### src/rtl/poly_idx_sched.sv
// poly_idx_sched: coefficient-index sequencer and two-client arbiter.
// One client at a time owns a 9-bit index walker that streams 0..LAST
// over a valid/ready handshake.
// Optional feature macro: POLY_IDX_SCHED_RR_EN selects round-robin
// arbitration; when it is undefined, client 0 has fixed priority.
module poly_idx_sched #(
   parameter logic [8:0] LAST = 9'd350
) (
   input  logic       clk,
   input  logic       rst_n,
   input  logic [1:0] req,
   output logic [1:0] gnt,
   output logic       busy,
   output logic [8:0] idx,
   output logic       idx_vld,
   input  logic       idx_rdy,
   output logic       last,
   output logic [1:0] done
);

   localparam logic [1:0] ST_IDLE = 2'd0;
   localparam logic [1:0] ST_RUN  = 2'd1;
   localparam logic [1:0] ST_DONE = 2'd2;

   logic [1:0] state;
   logic [1:0] owner;
   logic [1:0] pick;
   logic [8:0] idx_nxt;
   logic       accept;
   logic       at_last;
   logic       abort;

   // 9-bit incrementer built on a Sklansky AND-prefix tree over the low
   // 8 bits: carry into bit i is the AND of bits 0..i-1.
   function automatic logic [8:0] inc_i9_o9(input logic [8:0] a);
      logic [7:0] p;
      logic [7:0] q;
      p = a[7:0];
      for (int lvl = 0; lvl < 3; lvl++) begin
         q = p;
         for (int i = 0; i < 8; i++) begin
            if (((i >> lvl) & 1) == 1)
               p[i] = q[i] & q[((i >> lvl) << lvl) - 1];
         end
      end
      return a ^ {p, 1'b1};
   endfunction

   assign idx_nxt = inc_i9_o9(idx);
   assign idx_vld = (state == ST_RUN);
   assign accept  = idx_vld & idx_rdy;
   assign at_last = (idx == LAST);
   assign abort   = idx_vld & ~(|(req & owner));
   assign last    = idx_vld & at_last;
   assign busy    = (state != ST_IDLE);
   assign gnt     = idx_vld ? owner : 2'b00;
   assign done    = (state == ST_DONE) ? owner : 2'b00;

`ifdef POLY_IDX_SCHED_RR_EN
   logic ptr;

   // Round-robin winner selection: the pointer breaks ties.
   always_comb begin
      pick = req;
      if (req == 2'b11)
         pick = ptr ? 2'b10 : 2'b01;
   end

   // Pointer moves to the losing client after every completed sweep.
   always_ff @(posedge clk or negedge rst_n) begin
      if (!rst_n)
         ptr <= 1'b0;
      else if (state == ST_DONE)
         ptr <= owner[0];
   end
`else
   // Fixed priority: client 0 always wins a tie.
   always_comb begin
      pick = req[0] ? 2'b01 : {req[1], 1'b0};
   end
`endif

   // Main sequencer: grant, walk the index, complete or abort.
   always_ff @(posedge clk or negedge rst_n) begin
      if (!rst_n) begin
         state <= ST_IDLE;
         owner <= 2'b00;
         idx   <= 9'd0;
      end else begin
         case (state)
            ST_IDLE: begin
               if (|req) begin
                  owner <= pick;
                  idx   <= 9'd0;
                  state <= ST_RUN;
               end
            end
            ST_RUN: begin
               if (accept && at_last) begin
                  state <= ST_DONE;
                  idx   <= 9'd0;
               end else if (abort) begin
                  state <= ST_IDLE;
                  owner <= 2'b00;
                  idx   <= 9'd0;
               end else if (accept) begin
                  idx <= idx_nxt;
               end
            end
            ST_DONE: begin
               state <= ST_IDLE;
               owner <= 2'b00;
               idx   <= 9'd0;
            end
            default: begin
               state <= ST_IDLE;
               owner <= 2'b00;
               idx   <= 9'd0;
            end
         endcase
      end
   end

endmodule

### config.mk
export PLATFORM = sky130hd
export DESIGN_NAME = poly_idx_sched
export DESIGN_NICKNAME = d
export VERILOG_FILES = /design/src/rtl/poly_idx_sched.sv
export SDC_FILE = /design/constraint.sdc
export NUM_CORES = 1
export LEC_CHECK = 0
export ABC_CLOCK_PERIOD_IN_PS = 3900
export BUFFER_PORTS_ARGS = -buffer_cell sky130_fd_sc_hd__buf_2
export CAP_MARGIN = 5
export CORE_MARGIN = 5
export CORE_UTILIZATION = 45
export CTS_CLUSTER_DIAMETER = 200
export DETAILED_ROUTE_END_ITERATION = 16
export HOLD_SLACK_MARGIN = 0.15
export PLACE_DENSITY = 0.7
export SLEW_MARGIN = 40
export SYNTH_ARGS = -nofsm -noshare
export SYNTH_HDL_FRONTEND = slang
export SYNTH_SLANG_ARGS = --single-unit
### constraint.sdc
create_clock -name clk -period 3.9 [get_ports clk]
set_clock_uncertainty 0.15 [all_clocks]
set_input_delay 0.39 -clock clk [delete_from_list [all_inputs] [get_ports clk]]
set_output_delay 0.39 -clock clk [all_outputs]
set_load 0.03 [all_outputs]
Word-level counts from Yosys, hierarchy flattened
Cells that the tools add are included.
{"block": "totals", "inputBits": 5, "register_bits": 13, "out_inout_bits": 16}
{"block": "op_classes", "n_bitwise": 18, "muxes": 15, "n_eq_ne": 8, "reduce_logical": 8}
{"op": "9-bit two-way mux", "count": 4}
{"op": "9-bit one-hot mux with 2 select lines", "count": 1}
{"op": "2-bit two-way mux", "count": 8}
{"op": "1-bit AND", "count": 15}
{"op": "9-bit equality test, second input constant", "count": 1}
{"op": "9-bit XOR", "count": 1}
{"op": "2-bit one-hot mux with 2 select lines", "count": 2}
{"op": "2-bit inequality test, second input constant", "count": 2}
{"op": "4-bit by 1-bit inequality test with 1-bit output, second input constant", "count": 1}
{"op": "2-bit AND reduction", "count": 2}
{"op": "2-bit OR reduction", "count": 2}
{"op": "3-bit by 1-bit inequality test with 1-bit output, second input constant", "count": 1}
{"op": "3-bit AND reduction", "count": 1}
{"op": "2-bit AND", "count": 1}
{"op": "2-bit by 1-bit equality test with 1-bit output, second input constant", "count": 1}
{"op": "2-bit equality test, second input constant", "count": 1}
{"op": "2-bit zero test", "count": 1}
{"op": "2-bit by 1-bit inequality test with 1-bit output, second input constant", "count": 1}
{"op": "2-bit nonzero test", "count": 1}
{"op": "1-bit logical AND", "count": 1}
{"op": "1-bit NOT", "count": 1}

Longest topological paths before layout
{"block": "depth", "ltp_word": 8, "ltp_mapped": 7, "mapped_depth_nobuf": 7}

Least setup slack after synthesis
No wires, ideal clock.
{"block": "synth_timing", "path_kind": "reg2reg", "from": "reg state[1]", "to": "reg idx[3]", "stages_incl_launch_ff": 5, "arrival_time_ns": 1.638, "t_required_ns": 3.616, "path_slack_ns": 1.978, "synth_period_minus_slack_ns": 1.922, "path_cell_list": "dfrtp_1 > nor2b_1 > nand4_1 > a21oi_1 > nor2_1"}
{"block": "synth_between", "elab_chain_len": 5}
{"item": "from (decl)", "line": "25", "source": "logic [1:0] state;"}
{"item": "from (signal assigned)", "line": "86", "source": "state <= ST_IDLE;"}
{"item": "from (signal assigned)", "line": "95", "source": "state <= ST_RUN;"}
{"item": "from (signal assigned)", "line": "100", "source": "state <= ST_DONE;"}
{"item": "2-bit by 1-bit equality test with 1-bit output (*)", "line": "50", "source": "assign idx_vld = (state == ST_RUN);"}
{"item": "via idx_vld", "line": "15", "source": "output logic idx_vld,"}
{"item": "1-bit AND (on tied branches)", "line": "53, 51"}
{"item": "9-bit two-way mux / 1-bit logical AND (equally long branches)", "line": "102, 99"}
{"item": "9-bit two-way mux / 4-bit by 1-bit inequality test with 1-bit output (equally long branches)"}
{"item": "9-bit one-hot mux with 2 select lines / 2-bit AND reduction (equally long branches)"}
{"item": "to (signal assigned)", "line": "107", "source": "idx <= idx_nxt;"}
{"item": "to (decl)", "line": "14", "source": "output logic [8:0] idx,"}
Mark *: on every way through the listed nets, which the timed path passes. The rest lies on a longest branch.
A chain may end at the register's enable or synchronous reset.

Worst setup path in the final report
{"block": "layout_timing", "from": "reg idx[5]", "to": "out last"}
{"block": "layout_between", "elab_chain_len": 2}
{"item": "9-bit equality test", "line": "52", "source": "assign at_last = (idx == LAST);"}
{"item": "1-bit AND", "line": "54", "source": "assign last = idx_vld & at_last;"}
{"item": "to (decl)", "line": "17", "source": "output logic last,"}
No other way between the ends.

==> metrics.csv <==
stage,metric,value,unit
place,I/O Buffers,20,
timing,RSZ-0062 raised after global routing,false,
min_path,Min-Delay Path Class,in2reg,
cells_and_area,antenna fix cells,0,
logic_synthesis,yosys warns,0,
run_status,outcome,completed,
pwr,worst-case vdd ir drop,290,µV
worst_setup_path,Critical Path Max Stage Delay,0.45,ns
worst_setup_path,"slowest stage cell, crit path",sky130_fd_sc_hd__dfrtp_1,
timing,Worst Max-Slew Pin Slew,0.474,ns
timing,setup tns final,0,ns
place,total half-perimeter wirelength after legalization and detailed placement,1290,µm
routing,DRC violation count after routing,0,
logic_synthesis,synthesized area,766,µm²
cells_and_area,final design utilization,54.4,%
timing,setup violation total in the final timing report,0,
worst_setup_path,Critical Path Source,idx[5],
routing,DRC violation total after the first TritonRoute iteration,11,
logic_synthesis,synthesized instance count,76,
global_route,global router's overall resource usage,14.2,%
pwr,final total power,0.429,mW
worst_setup_path,cell family with the largest share of critical-path delay,simple AND/OR/NAND/NOR gates,
job,count of maximum capacitance violations,0,
floorplan,Starting Density,45.8,%
global_route,sum of overflow across all layers after global routing,0,
global_route,global-route wire length before repair,2780,µm
clock_network,Clock Sinks,13,
routing,highest metal used,met4,
floorplan,die extent in x,51.3,µm
timing,top achievable clock speed,0.471,GHz
timing,Final Max Slew Viols,0,
timing,relative slew slack,68.4,%
logic_synthesis,flip-flop and latch count after synthesis,13,
min_path,launch instance of the worst min-delay path,req[0],
routing,number of iterations in the first detailed-routing pass,4,
routing,met1 wire length,819,µm
clock_network,clock tree from TritonCTS,yes,
logic_synthesis,sequential share of the synthesized area,42.5,%
floorplan,DIE AREA,2630,µm²
clock_network,CTS Root Buffer Type,sky130_fd_sc_hd__clkbuf_4,
worst_setup_path,worst path arrival time,1.58,ns
routing,Vias per Instance,5.76,
global_route,pin count of the biggest net entering global routing,14,
worst_setup_path,required time at the endpoint of the critical path,3.36,ns
cells_and_area,Final nets,109,
worst_setup_path,reg-to-reg endpoint,idx[3],
floorplan,vertical extent of the die,51.3,µm
clock_network,buffer levels on the longest clock path,2,
global_route,via count of the first global-routing pass,607,
routing,count of vias placed by the detailed router,668,
logic_synthesis,Post-Synthesis Mean Instance Area,10.1,µm²
worst_setup_path,critical path cell sequence,"nor4bb_1, nand3_1, inv_1, buf_2",
pwr,power per cell area,472,nW/µm²
worst_setup_path,capturing element of the worst setup path,last,
clock_network,total clock buffers created by CTS,3,
timing,"Hold Vio Cnt, Final",0,
worst_setup_path,type of the setup path with the least slack,reg2out,
routing,met2 routed wirelength,762,µm
routing,Met3 Routed Length,105,µm
worst_setup_path,CP Launch Type,register,
floorplan,I/O Pins,21,
clock_network,"Clk pin slew, worst setup/hold paths",0.08,ns
routing,Total Wirelength,1710,µm
floorplan,Cell Rows,15,
timing,minimum period implied by the final worst setup slack,2.12,ns
timing,fraction of the cycle the final worst path needs,54.4,%
worst_setup_path,"Buf+Inv Stages, Crit Path",2,
routing,routed wire length per instance,14.7,µm
global_route,antenna violations before repair,0,
logic_synthesis,number of nets produced by synthesis,85,
floorplan,area of the placeable core,1670,µm²
worst_setup_path,reg2reg setup slack,2.00,ns
clock_network,CTS HTree Levels,1,
worst_setup_path,endpoint type of the worst setup path,output pin,
routing,count of nets left with antenna violations after detail routing,0,
clock_network,clock latency of the later-clocked register in the worst-skew pair,0.27,ns
pwr,Leak,0.499,nW
worst_setup_path,worst reg2reg path depth,4,
worst_setup_path,worst reg2reg startpoint,idx[5],
worst_setup_path,Levels on crit path,4,
logic_synthesis,"Distinct cells, synth",30,
cells_and_area,fraction of final layout cells with drive strength greater than 1,33.3,%
place,gp weighted congestion,0.773,
cells_and_area,Syn-to-layout area delta,18.6,%
worst_setup_path,Crit Path Max Fanout,6,
## cells in the final DEF, fill, tap and decap left out, drive strengths merged
master       Yosys  final
and4             1      1
buf              1     20
ha               4      4
dlygate4sd3      0      1
inv              5      5
or2              2      2
nor4bb           1      1
dfrtp           13     13
o31ai            4      4
o211ai           2      2
nor2b            1      1
o21ai            4      4
nand2            4      4
nand3            3      3
a22oi            1      1
nor3             1      1
and3b            2      2
and3             1      1
xor2             2      2
or3b             1      1
or4              4      4
and2b            1      1
clkbuf           1      4
a22o             2      2
nor2             4      4
a21oi            6      6
nand4            2      2
and2             2      2
mux2             1      1
## cells in the mapped netlist
cell                        n  area share [%]
sky130_fd_sc_hd__nor4bb_1   1             1.3
sky130_fd_sc_hd__or2_2      2             1.6
sky130_fd_sc_hd__and3b_1    2             2.3
sky130_fd_sc_hd__o21ai_0    3             2.0
sky130_fd_sc_hd__nand3_1    3             2.0
sky130_fd_sc_hd__o31ai_1    4             3.9
sky130_fd_sc_hd__a21oi_1    6             3.9
sky130_fd_sc_hd__mux2_2     1             1.5
sky130_fd_sc_hd__dfrtp_1   13              42
sky130_fd_sc_hd__or4_1      3             2.9
sky130_fd_sc_hd__nand2_1    4             2.0
sky130_fd_sc_hd__and3_1     1            0.82
sky130_fd_sc_hd__or3b_2     1             1.1
sky130_fd_sc_hd__and2b_2    1             1.1
sky130_fd_sc_hd__a22o_2     2             2.6
sky130_fd_sc_hd__o21ai_2    1             1.1
sky130_fd_sc_hd__inv_1      5             2.5
sky130_fd_sc_hd__or4_4      1             1.5
sky130_fd_sc_hd__clkbuf_1   1            0.49
sky130_fd_sc_hd__a22oi_4    1             2.8
sky130_fd_sc_hd__o211ai_1   2             2.0
sky130_fd_sc_hd__nor2_1     4             2.0
sky130_fd_sc_hd__nor3_1     1            0.65
sky130_fd_sc_hd__buf_6      1             1.5
sky130_fd_sc_hd__nor2b_1    1            0.82
sky130_fd_sc_hd__and4_1     1             1.1
sky130_fd_sc_hd__ha_1       4             6.5
sky130_fd_sc_hd__nand4_1    2             1.6
sky130_fd_sc_hd__xor2_1     2             2.3
sky130_fd_sc_hd__and2_1     2             1.6
## worst min-delay path, cell delays in order
cell and delay, ns:
sky130_fd_sc_hd__buf_2 0.14, sky130_fd_sc_hd__inv_1 0.05, sky130_fd_sc_hd__o21ai_0 0.07
## flip-flops by register name, summed over array words and instances, names as in the netlist
name and cells:
idx 9, owner 2, state 2
## worst min path at each step
stage / to / depth (start not counted)
after global placement: owner[0] / 1
after CTS: owner[0] / 3
after detailed placement: idx[7] / 1
final: owner[0] / 3
after global routing: owner[0] / 3
after floorplan: idx[0] / 0
## kinds of logic after synthesis
logic type	count (synthesis)	share of synthesized area, %
AO/OA/AOI/OAI	19	18.3
XOR/XNOR	2	2.29
adder cells (fa/ha/maj)	4	6.54
buffers and inverters	7	4.41
flip-flops	13	42.5
multiplexers	1	1.47
AND/OR/NAND/NOR	30	24.5
## through the flow
stage	std cells	cell area, µm²	worst slack [ns]	hold WS, ns
2_1_floorplan	76	766	1.98	-0.0556
3_3_place_gp	111	872	2.02	0.150
3_5_place_dp	111	872	1.95	0.148
4_1_cts	116	908	1.82	0.274
5_1_grt	116	908	1.59	0.277
6_report	116	908	1.78	0.275
## routing by layer
metal  up-vias  global-route usage, %
li1        330                      -
met1       312                   20.0
met2        24                   20.8
met3         2                   2.92
met4         0                   6.55
met5         -                      0
## power by group
group | internal [mW] | switching, mW
combinational | 0.0587 | 0.114
sequential | 0.151 | 0.0221
clock | 0.0396 | 0.0430
## final cells by class
class                           count  area, µm²
Clock buffer                        4       26.3
Fill cell                         150        762
Inverter                            5       18.8
Multi-Input combinational cell     56        407
Sequential cell                    13        325
Tap cell                           17       21.3
Timing Repair Buffer               21        110
## what timing repair did
action	4_1_cts	5_1_grt
hold buffers	1	0
resized for setup	0	0
endpoints found under the hold margin	13	0
setup buffers	0	0
No activity file was read; power rests on OpenSTA's default activity.
